<file path="config.mk">
export PLATFORM = sky130hd
export DESIGN_NAME = sign_mag_sub_ctrl
export DESIGN_NICKNAME = d
export VERILOG_FILES = /design/src/rtl/sign_mag_sub_ctrl.sv
export SDC_FILE = /design/constraint.sdc
export NUM_CORES = 1
export LEC_CHECK = 0
export ABC_AREA = 0
export BUFFER_PORTS_ARGS = -buffer_cell sky130_fd_sc_hd__buf_2
export CAP_MARGIN = 20
export CORE_MARGIN = 5
export CORE_UTILIZATION = 62
export DETAILED_ROUTE_END_ITERATION = 7
export PLACE_DENSITY_LB_ADDON = 0.2
export RECOVER_POWER = 25
export SYNTH_ARGS = -nofsm -noshare
export SYNTH_HDL_FRONTEND = slang
export SYNTH_SLANG_ARGS = --single-unit
export TNS_END_PERCENT = 5
</file>
<file path="constraint.sdc">
create_clock -name Clk -period 7.61 [get_ports Clk]
set_clock_uncertainty 0.15 [all_clocks]
set_input_delay 1.522 -clock Clk [delete_from_list [all_inputs] [get_ports Clk]]
set_output_delay 1.522 -clock Clk [all_outputs]
set_load 0.01 [all_outputs]
</file>
<file path="src/rtl/sign_mag_sub_ctrl.sv">
// sign_mag_sub_ctrl: byte-serial sign-magnitude add/subtract sequencer.
// One shared 8-bit ripple-borrow slice runs one byte per cycle. If a magnitude
// subtract borrows out, the operands are swapped and a second pass is run.
// Optional build macro: SMSUB_SAT_EN. When defined, an overflowing magnitude
// add saturates to all ones instead of wrapping.
module sign_mag_sub_ctrl #(
    parameter int N_BYTES = 2
) (
    input  logic                   Clk,
    input  logic                   Reset_n,
    input  logic                   In_valid,
    output logic                   In_ready,
    input  logic                   Op,
    input  logic [8*N_BYTES-1:0]   A,
    input  logic [8*N_BYTES-1:0]   B,
    output logic                   Out_valid,
    input  logic                   Out_ready,
    output logic [8*N_BYTES-1:0]   Result,
    output logic                   Overflow
);
    localparam int W  = 8 * N_BYTES;
    localparam int IW = (N_BYTES > 1) ? $clog2(N_BYTES) : 1;

    typedef enum logic [1:0] {IDLE, PASS1, PASS2, DONE} state_t;

    state_t         state, state_nxt;
    logic [W-1:0]   mag_a, mag_b;   // zero-extended magnitudes
    logic [W-1:0]   diff;           // bytes produced so far in this pass
    logic [W-1:0]   raw;            // diff with the current slice byte merged in
    logic           sign_a;
    logic           do_add;         // signs differ: magnitude add
    logic           borrow;
    logic [IW-1:0]  idx;
    logic           last;
    logic [7:0]     x, y;
    logic [8:0]     slice;          // {borrow_out, diff_byte}
    logic [W-2:0]   mag_fin;
    logic           sign_fin;
    logic           ovf_fin;

    // Shared slice: pick operand bytes (swapped in PASS2, B inverted for add)
    // and produce this cycle's difference byte and borrow out.
    always_comb begin
        last = (idx == IW'(N_BYTES - 1));
        x    = (state == PASS2) ? mag_b[int'(idx)*8 +: 8] : mag_a[int'(idx)*8 +: 8];
        y    = (state == PASS2) ? mag_a[int'(idx)*8 +: 8] : mag_b[int'(idx)*8 +: 8];
        if (do_add) y = ~y;
        slice = {1'b0, x} - {1'b0, y} - {8'd0, borrow};
        raw   = diff;
        raw[int'(idx)*8 +: 8] = slice[7:0];
    end

    // Normalise the completed magnitude: overflow, optional saturation, sign, no -0.
    always_comb begin
        ovf_fin  = do_add & raw[W-1];
        mag_fin  = raw[W-2:0];
`ifdef SMSUB_SAT_EN
        if (ovf_fin) mag_fin = '1;
`endif
        sign_fin = (state == PASS2) ? ~sign_a : sign_a;
        if (mag_fin == '0) sign_fin = 1'b0;
    end

    // State register.
    always_ff @(posedge Clk or negedge Reset_n) begin
        if (!Reset_n) state <= IDLE;
        else          state <= state_nxt;
    end

    // Next-state and handshake outputs.
    always_comb begin
        state_nxt = state;
        In_ready  = (state == IDLE);
        Out_valid = (state == DONE);
        case (state)
            IDLE:  if (In_valid) state_nxt = PASS1;
            PASS1: if (last) state_nxt = (!do_add && slice[8]) ? PASS2 : DONE;
            PASS2: if (last) state_nxt = DONE;
            DONE:  if (Out_ready) state_nxt = IDLE;
            default: state_nxt = IDLE;
        endcase
    end

    // Operand capture, per-byte accumulation and result latch.
    always_ff @(posedge Clk or negedge Reset_n) begin
        if (!Reset_n) begin
            mag_a    <= '0;
            mag_b    <= '0;
            diff     <= '0;
            sign_a   <= 1'b0;
            do_add   <= 1'b0;
            borrow   <= 1'b0;
            idx      <= '0;
            Result   <= '0;
            Overflow <= 1'b0;
        end else begin
            case (state)
                IDLE: if (In_valid) begin
                    mag_a  <= {1'b0, A[W-2:0]};
                    mag_b  <= {1'b0, B[W-2:0]};
                    sign_a <= A[W-1];
                    do_add <= A[W-1] ^ B[W-1] ^ Op;
                    borrow <= A[W-1] ^ B[W-1] ^ Op;   // add starts with borrow 1
                    idx    <= '0;
                    diff   <= '0;
                end
                PASS1, PASS2: begin
                    diff   <= raw;
                    borrow <= last ? 1'b0 : slice[8];
                    idx    <= last ? '0 : idx + IW'(1);
                    if (last && (state == PASS2 || do_add || !slice[8])) begin
                        Result   <= {sign_fin, mag_fin};
                        Overflow <= ovf_fin;
                    end
                end
                default: ;
            endcase
        end
    end
endmodule

</file>
==> results of run 1 <==
layout by cell type (no fill, tap or decap), drive strengths merged, types with 2 or more instances in the layout:
cell,netlist,routed
a2111oi,2,2
a21o,2,2
a21oi,7,7
a22o,15,15
a31oi,2,2
and3,3,3
buf,9,57
clkbuf,10,12
clkinv,0,3
clkinvlp,0,2
dfrtp,69,69
fa,2,2
ha,16,16
inv,30,30
mux2,47,47
mux2i,6,6
mux4,14,14
nand2,23,23
nand2b,5,5
nor2,10,10
nor2b,3,3
nor3,6,6
nor4b,2,2
o211ai,2,2
o21ai,19,19
o221ai,2,2
o22ai,2,2
o31ai,4,4
or3,2,2
xnor2,5,5
xor2,10,10
routing by layer:
metal | share of wire [%] | vias to the layer above | GRT usage [%]
met4 | 2.3 | 0 | 10.3
met2 | 47 | 88 | 33.6
met5 | 0 | - | 0
met1 | 45 | 1444 | 27.8
met3 | 5.4 | 21 | 3.83
li1 | - | 1371 | -
registers in the layout, indices dropped and copies added, names as in the netlist:
register / cells
diff: 16
state: 2
mag_b: 15
sign_a: 1
do_add: 1
mag_a: 15
Overflow: 1
borrow: 1
idx: 1
Result: 16
per-stage QoR:
step                instance area [sq um]  util [%]  setup WS [ps]  instances
floorplan                            4030         -           3320        348
global placement                     4340      68.3           2900        464
detailed placement                   4350      68.5           2670        465
CTS                                  4540      71.5           2640        481
global route                         4530      71.3           1800        481
finish                               4530      71.3           2610        481
final timing paths:
| kind | slack (ps) | depth (start not counted) | to | startpoint |
|---|---|---|---|---|
| hold reg to reg | 340 | 1 | Result[10] | Result[10] |
| setup reg to reg | 2610 | 13 | Result[1] | state[0] |
| setup / recovery | 2610 | 13 | Result[1] | state[0] |
| max in group asynchronous | 2650 | 2 | idx | Reset_n |
| min in group asynchronous | 2330 | 2 | Result[4] | Reset_n |
| hold / removal | 340 | 1 | Result[10] | Result[10] |
final cells by class:
| class | instances | area share, % |
|---|---|---|
| Clock buffer | 10 | 2.82 |
| Inverter | 30 | 2.49 |
| Sequential cell | 69 | 38.1 |
| Clock inverter | 6 | 1.41 |
| Multi-Input combinational cell | 230 | 46.4 |
| Timing Repair Buffer | 59 | 6.66 |
| Tap cell | 77 | 2.13 |
cells by family after synthesis:
family | count (synthesis)
compound gates | 68
xor+xnor | 15
fa+ha+maj | 18
buf+inv | 49
flops | 69
mux | 67
simple gates | 62
critical path, cell delays in order (launching register included):
cell,delay (ps)
dfrtp_1,400
inv_1,120
ha_1,750
mux4_2,430
xor2_1,210
fa_1,220
inv_1,80
fa_1,430
nand2b_1,190
a21oi_1,270
o21ai_1,120
and3b_1,260
o311ai_4,820
mux2_2,430
==> impl_metrics.env, run 1 <==
export IMPL_finalNetCount=454
export IMPL_drv_cap=2
export IMPL_ys_warn_count=0
export IMPL_grt_max_degree=70
export IMPL_async_flop_share_pct=100
export IMPL_wl_mm=8.16
export IMPL_synthFlopType="dfrtp_1"
export IMPL_max_slew_margin_rel_pct=-141
export IMPL_netlist_top_cells_count="dfrtp_1 (69), mux2_2 (42), inv_1 (30), nand2_1 (23), o21ai_0 (17)"
export IMPL_wl_per_cell_um=17.0
export IMPL_critPathCaptureType="flop"
export IMPL_die_y_um=90.6
export IMPL_area_growth_synth_to_final_pct=12.6
export IMPL_drtPass1Iterations=5
export IMPL_synth_mux_area_share_pct=22.5
export IMPL_syn_area_sq_um=4030
export IMPL_hp_class="flop to flop"
export IMPL_diodes=0
export IMPL_crit_type="flop to flop"
export IMPL_die_x_um=90.6
export IMPL_yosysUniqueCellTypes=53
export IMPL_io_pins=56
export IMPL_io_buffers=55
export IMPL_cts_resized=0
export IMPL_cts_hold_buf=0
export IMPL_cp_max_fo=21
export IMPL_yosysSeqAreaShare_pct=42.9
export IMPL_die_area_sq_um=8200
export IMPL_place_hpwl_mm=5.82
export IMPL_drv_slew=104
export IMPL_clkSinkCount=69
export IMPL_synth_seq_cells=69
export IMPL_grt_pass1_wl_mm=14.2
export IMPL_syn_nets=403
export IMPL_remaining_drc_errors=0
export IMPL_viasPerCell=6.08
export IMPL_syn_avg_cell_area_sq_um=11.6
export IMPL_synth_compound_area_share_pct=12.5
export IMPL_tns_ps=0
export IMPL_worstSkewPairLatency_ps=360
export IMPL_synth_adder_area_share_pct=5.97
export IMPL_yosysMostFrequentCell="dfrtp_1"
export IMPL_cts_buffers=9
export IMPL_required_ps=7700
export IMPL_worst_pin_slew_ps=3610
export IMPL_design_core_area_sq_um=6350
export IMPL_synth_top_area_share_pct=42.9
export IMPL_multi_input_area_sq_um=2100
export IMPL_synth_edf_count=0
export IMPL_rows=29
export IMPL_synth_area_leaders="dfrtp_1 (43%), mux2_2 (12%), mux4_2 (7.8%)"
export IMPL_cts_tree="done"
export IMPL_place_gp_congestion=0.840
export IMPL_start_util_pct=63.4
export IMPL_synth_largest_area_cell="dfrtp_1"
export IMPL_htreeDepth=3
export IMPL_drt_first_iter_violations=145
export IMPL_synth_top_family_by_area="multiplexers"
export IMPL_ant_nets=0
export IMPL_startpoint_type="flop"
export IMPL_grt_pass1_vias=2995
export IMPL_num_vias=2924
export IMPL_gr_usage_all_layers_pct=21.1
export IMPL_arrival_ps=5090
export IMPL_syn_instance_count=348
export IMPL_grt_setup_unrepaired="false"
export IMPL_min_period_ps=5000
export IMPL_cts_root_buf="clkbuf_8"
export IMPL_layout_drive_gt1_share_pct=33.2
export IMPL_postCtsSetupBuffers=0
export IMPL_antenna_found_initial=0
export IMPL_overflow=0
export IMPL_clock_path_buffers=2
export IMPL_fin_hold_ws_ps=343
export IMPL_period_share_pct=65.7
export IMPL_setup_viol=0
export IMPL_violations="max-capacitance violations, max-slew violations"
export IMPL_timing_fmax_ghz=0.200
export IMPL_synthXorXnorAreaFrac_pct=3.26
export IMPL_fillCellCount=463
export IMPL_timing_final_hold_violations=0
export IMPL_regArea_sq_um=1730
export IMPL_clkTransAtPathRegs_ps=80
export IMPL_status="finished with violations"
export IMPL_synth_simple_area_share_pct=8.02
Power of run 1 is left out: the tool's default activity adds up to more than one toggle a clock period on the data nets, which glitch-free logic cannot reach.
==> inputs of run 2 (changes only) <==
--- a/config.mk
+++ b/config.mk
@@ -9,7 +9,7 @@
 export BUFFER_PORTS_ARGS = -buffer_cell sky130_fd_sc_hd__buf_2
 export CAP_MARGIN = 20
 export CORE_MARGIN = 5
-export CORE_UTILIZATION = 62
+export CORE_UTILIZATION = 52
 export DETAILED_ROUTE_END_ITERATION = 7
 export PLACE_DENSITY_LB_ADDON = 0.2
 export RECOVER_POWER = 25
==> constraint.sdc (replaced) <==
create_clock -name Clk -period 4.59 [get_ports Clk]
set_clock_uncertainty 0.15 [all_clocks]
set_input_delay 0.918 -clock Clk [delete_from_list [all_inputs] [get_ports Clk]]
set_output_delay 0.918 -clock Clk [all_outputs]
set_load 0.01 [all_outputs]
==> impl_metrics.env, run 2 (synthesis gave the netlist of run 1 again) <==
export IMPL_worstReg2RegEnd="Result[15]"
export IMPL_required_ps=4670
export IMPL_die_area_sq_um=9600
export IMPL_setup_viol=0
export IMPL_grt_pass1_wl_mm=14.4
export IMPL_rrSetupSlack_ps=300
export IMPL_io_buffers=55
export IMPL_drt_first_iter_violations=147
export IMPL_clkTransAtPathRegs_ps=70
export IMPL_tns_ps=0
export IMPL_wl_per_cell_um=16.2
export IMPL_grt_pass1_vias=2918
export IMPL_layout_drive_gt1_share_pct=34.1
export IMPL_grt_max_degree=40
export IMPL_grt_setup_unrepaired="false"
export IMPL_cts_tree="done"
export IMPL_num_vias=2875
export IMPL_hold_depth=1
export IMPL_rows=32
export IMPL_finalNetCount=460
export IMPL_viasPerCell=5.62
export IMPL_design_core_area_sq_um=7650
export IMPL_diodes=0
export IMPL_crit_type="flop to flop"
export IMPL_cts_root_buf="clkbuf_8"
export IMPL_cts_buffers=9
export IMPL_min_period_ps=4290
export IMPL_cp_max_fo=18
export IMPL_remaining_drc_errors=0
export IMPL_dp_cells=496
export IMPL_io_pins=56
export IMPL_period_share_pct=93.4
export IMPL_drtPass1Iterations=4
export IMPL_critPathCaptureType="flop"
export IMPL_reg2reg_from="state[0]"
export IMPL_clkSinkCount=69
export IMPL_final_common_cell="dfrtp_1"
export IMPL_timing_fmax_ghz=0.233
export IMPL_min_to="Result[9]"
export IMPL_worst_pin_slew_ps=2110
export IMPL_stdcell_count=512
export IMPL_ant_nets=0
export IMPL_cts_hold_buf=0
export IMPL_place_hpwl_mm=6.17
export IMPL_htreeDepth=3
export IMPL_reg2regPathDepth=15
export IMPL_wl_mm=8.29
export IMPL_area_growth_synth_to_final_pct=15.0
export IMPL_min_from="Result[9]"
export IMPL_timing_final_hold_violations=0
export IMPL_violations="max-capacitance violations, max-slew violations"
export IMPL_drv_cap=2
export IMPL_postCtsSetupBuffers=0
export IMPL_gr_usage_all_layers_pct=18.7
export IMPL_place_gp_congestion=0.888
export IMPL_worstSkewPairLatency_ps=350
export IMPL_clock_path_buffers=2
export IMPL_arrival_ps=4370
export IMPL_status="finished with violations"
export IMPL_die_y_um=98.0
export IMPL_die_x_um=98.0
export IMPL_layout_common_cells="dfrtp_1 (68), buf_2 (54), mux2_2 (42)"
export IMPL_hp_class="flop to flop"
export IMPL_largestRegisters="Result (16), diff (16)"
export IMPL_cts_resized=0
export IMPL_start_util_pct=52.6
export IMPL_drv_slew=74
export IMPL_max_slew_margin_rel_pct=-40.8
export IMPL_overflow=0
export IMPL_startpoint_type="flop"
export IMPL_antenna_found_initial=0
[run 2: cell count changes in the layout (fill, tap and decap cells not counted)]
cell and delta:
buf_6 -1, clkinv_4 +1, buf_4 +8, clkinvlp_4 -2
buf_2 -1, bufinv_16 +1
[run 2: worst max-delay path by stage]
stage                        start         end  slack [ps]  cells after the start
after detailed placement  state[0]   Result[1]         400                     15
final                     state[0]  Result[15]         300                     15
after global routing      state[0]  Result[15]         130                     14
after floorplan           state[0]  Result[10]         300                     16
after CTS                 state[0]  Result[15]         410                     15
after global placement    state[0]  Result[15]         520                     15
[run 2: metrics by stage]
stage,area (sq um),setup slack (ps),hold slack (ps),util [%]
after floorplan,4030,304,299,-
after global placement,4420,518,320,57.8
after detailed placement,4420,399,325,57.8
after CTS,4630,405,341,60.6
after global routing,4630,126,352,60.5
final,4630,301,335,60.5
[run 2: metal layers]
layer	wire (um)	share of wire, %	vias to the layer above	global-route usage [%]
met5	0	0	-	0
met4	114	1.4	0	7.03
met3	409	4.9	7	4.00
met2	3890	47	77	28.4
met1	3880	47	1410	26.4
li1	-	-	1381	-
[run 2: worst max-delay path: stages, from the launching register on]
cell and delay [ps]:
dfrtp_1 410, inv_1 130, ha_1 250, buf_4 280, mux2i_1 230, nor2_1 70, xor2_1 140, ha_1 300
inv_1 50, ha_1 330, a2111oi_0 520, o21ai_1 170, and3b_1 260, o311ai_4 220, buf_4 310, mux2_2 360
[run 2: layout make-up]
type,count,area [sq um]
inverter,30,113
fill,641,3020
sequential,69,1730
tap,102,128
timing repair buffer,65,345
clock buffer,10,128
clock inverter,6,87.6
multi-input combinational,230,2100
Power of run 2 is left out for the same reason.
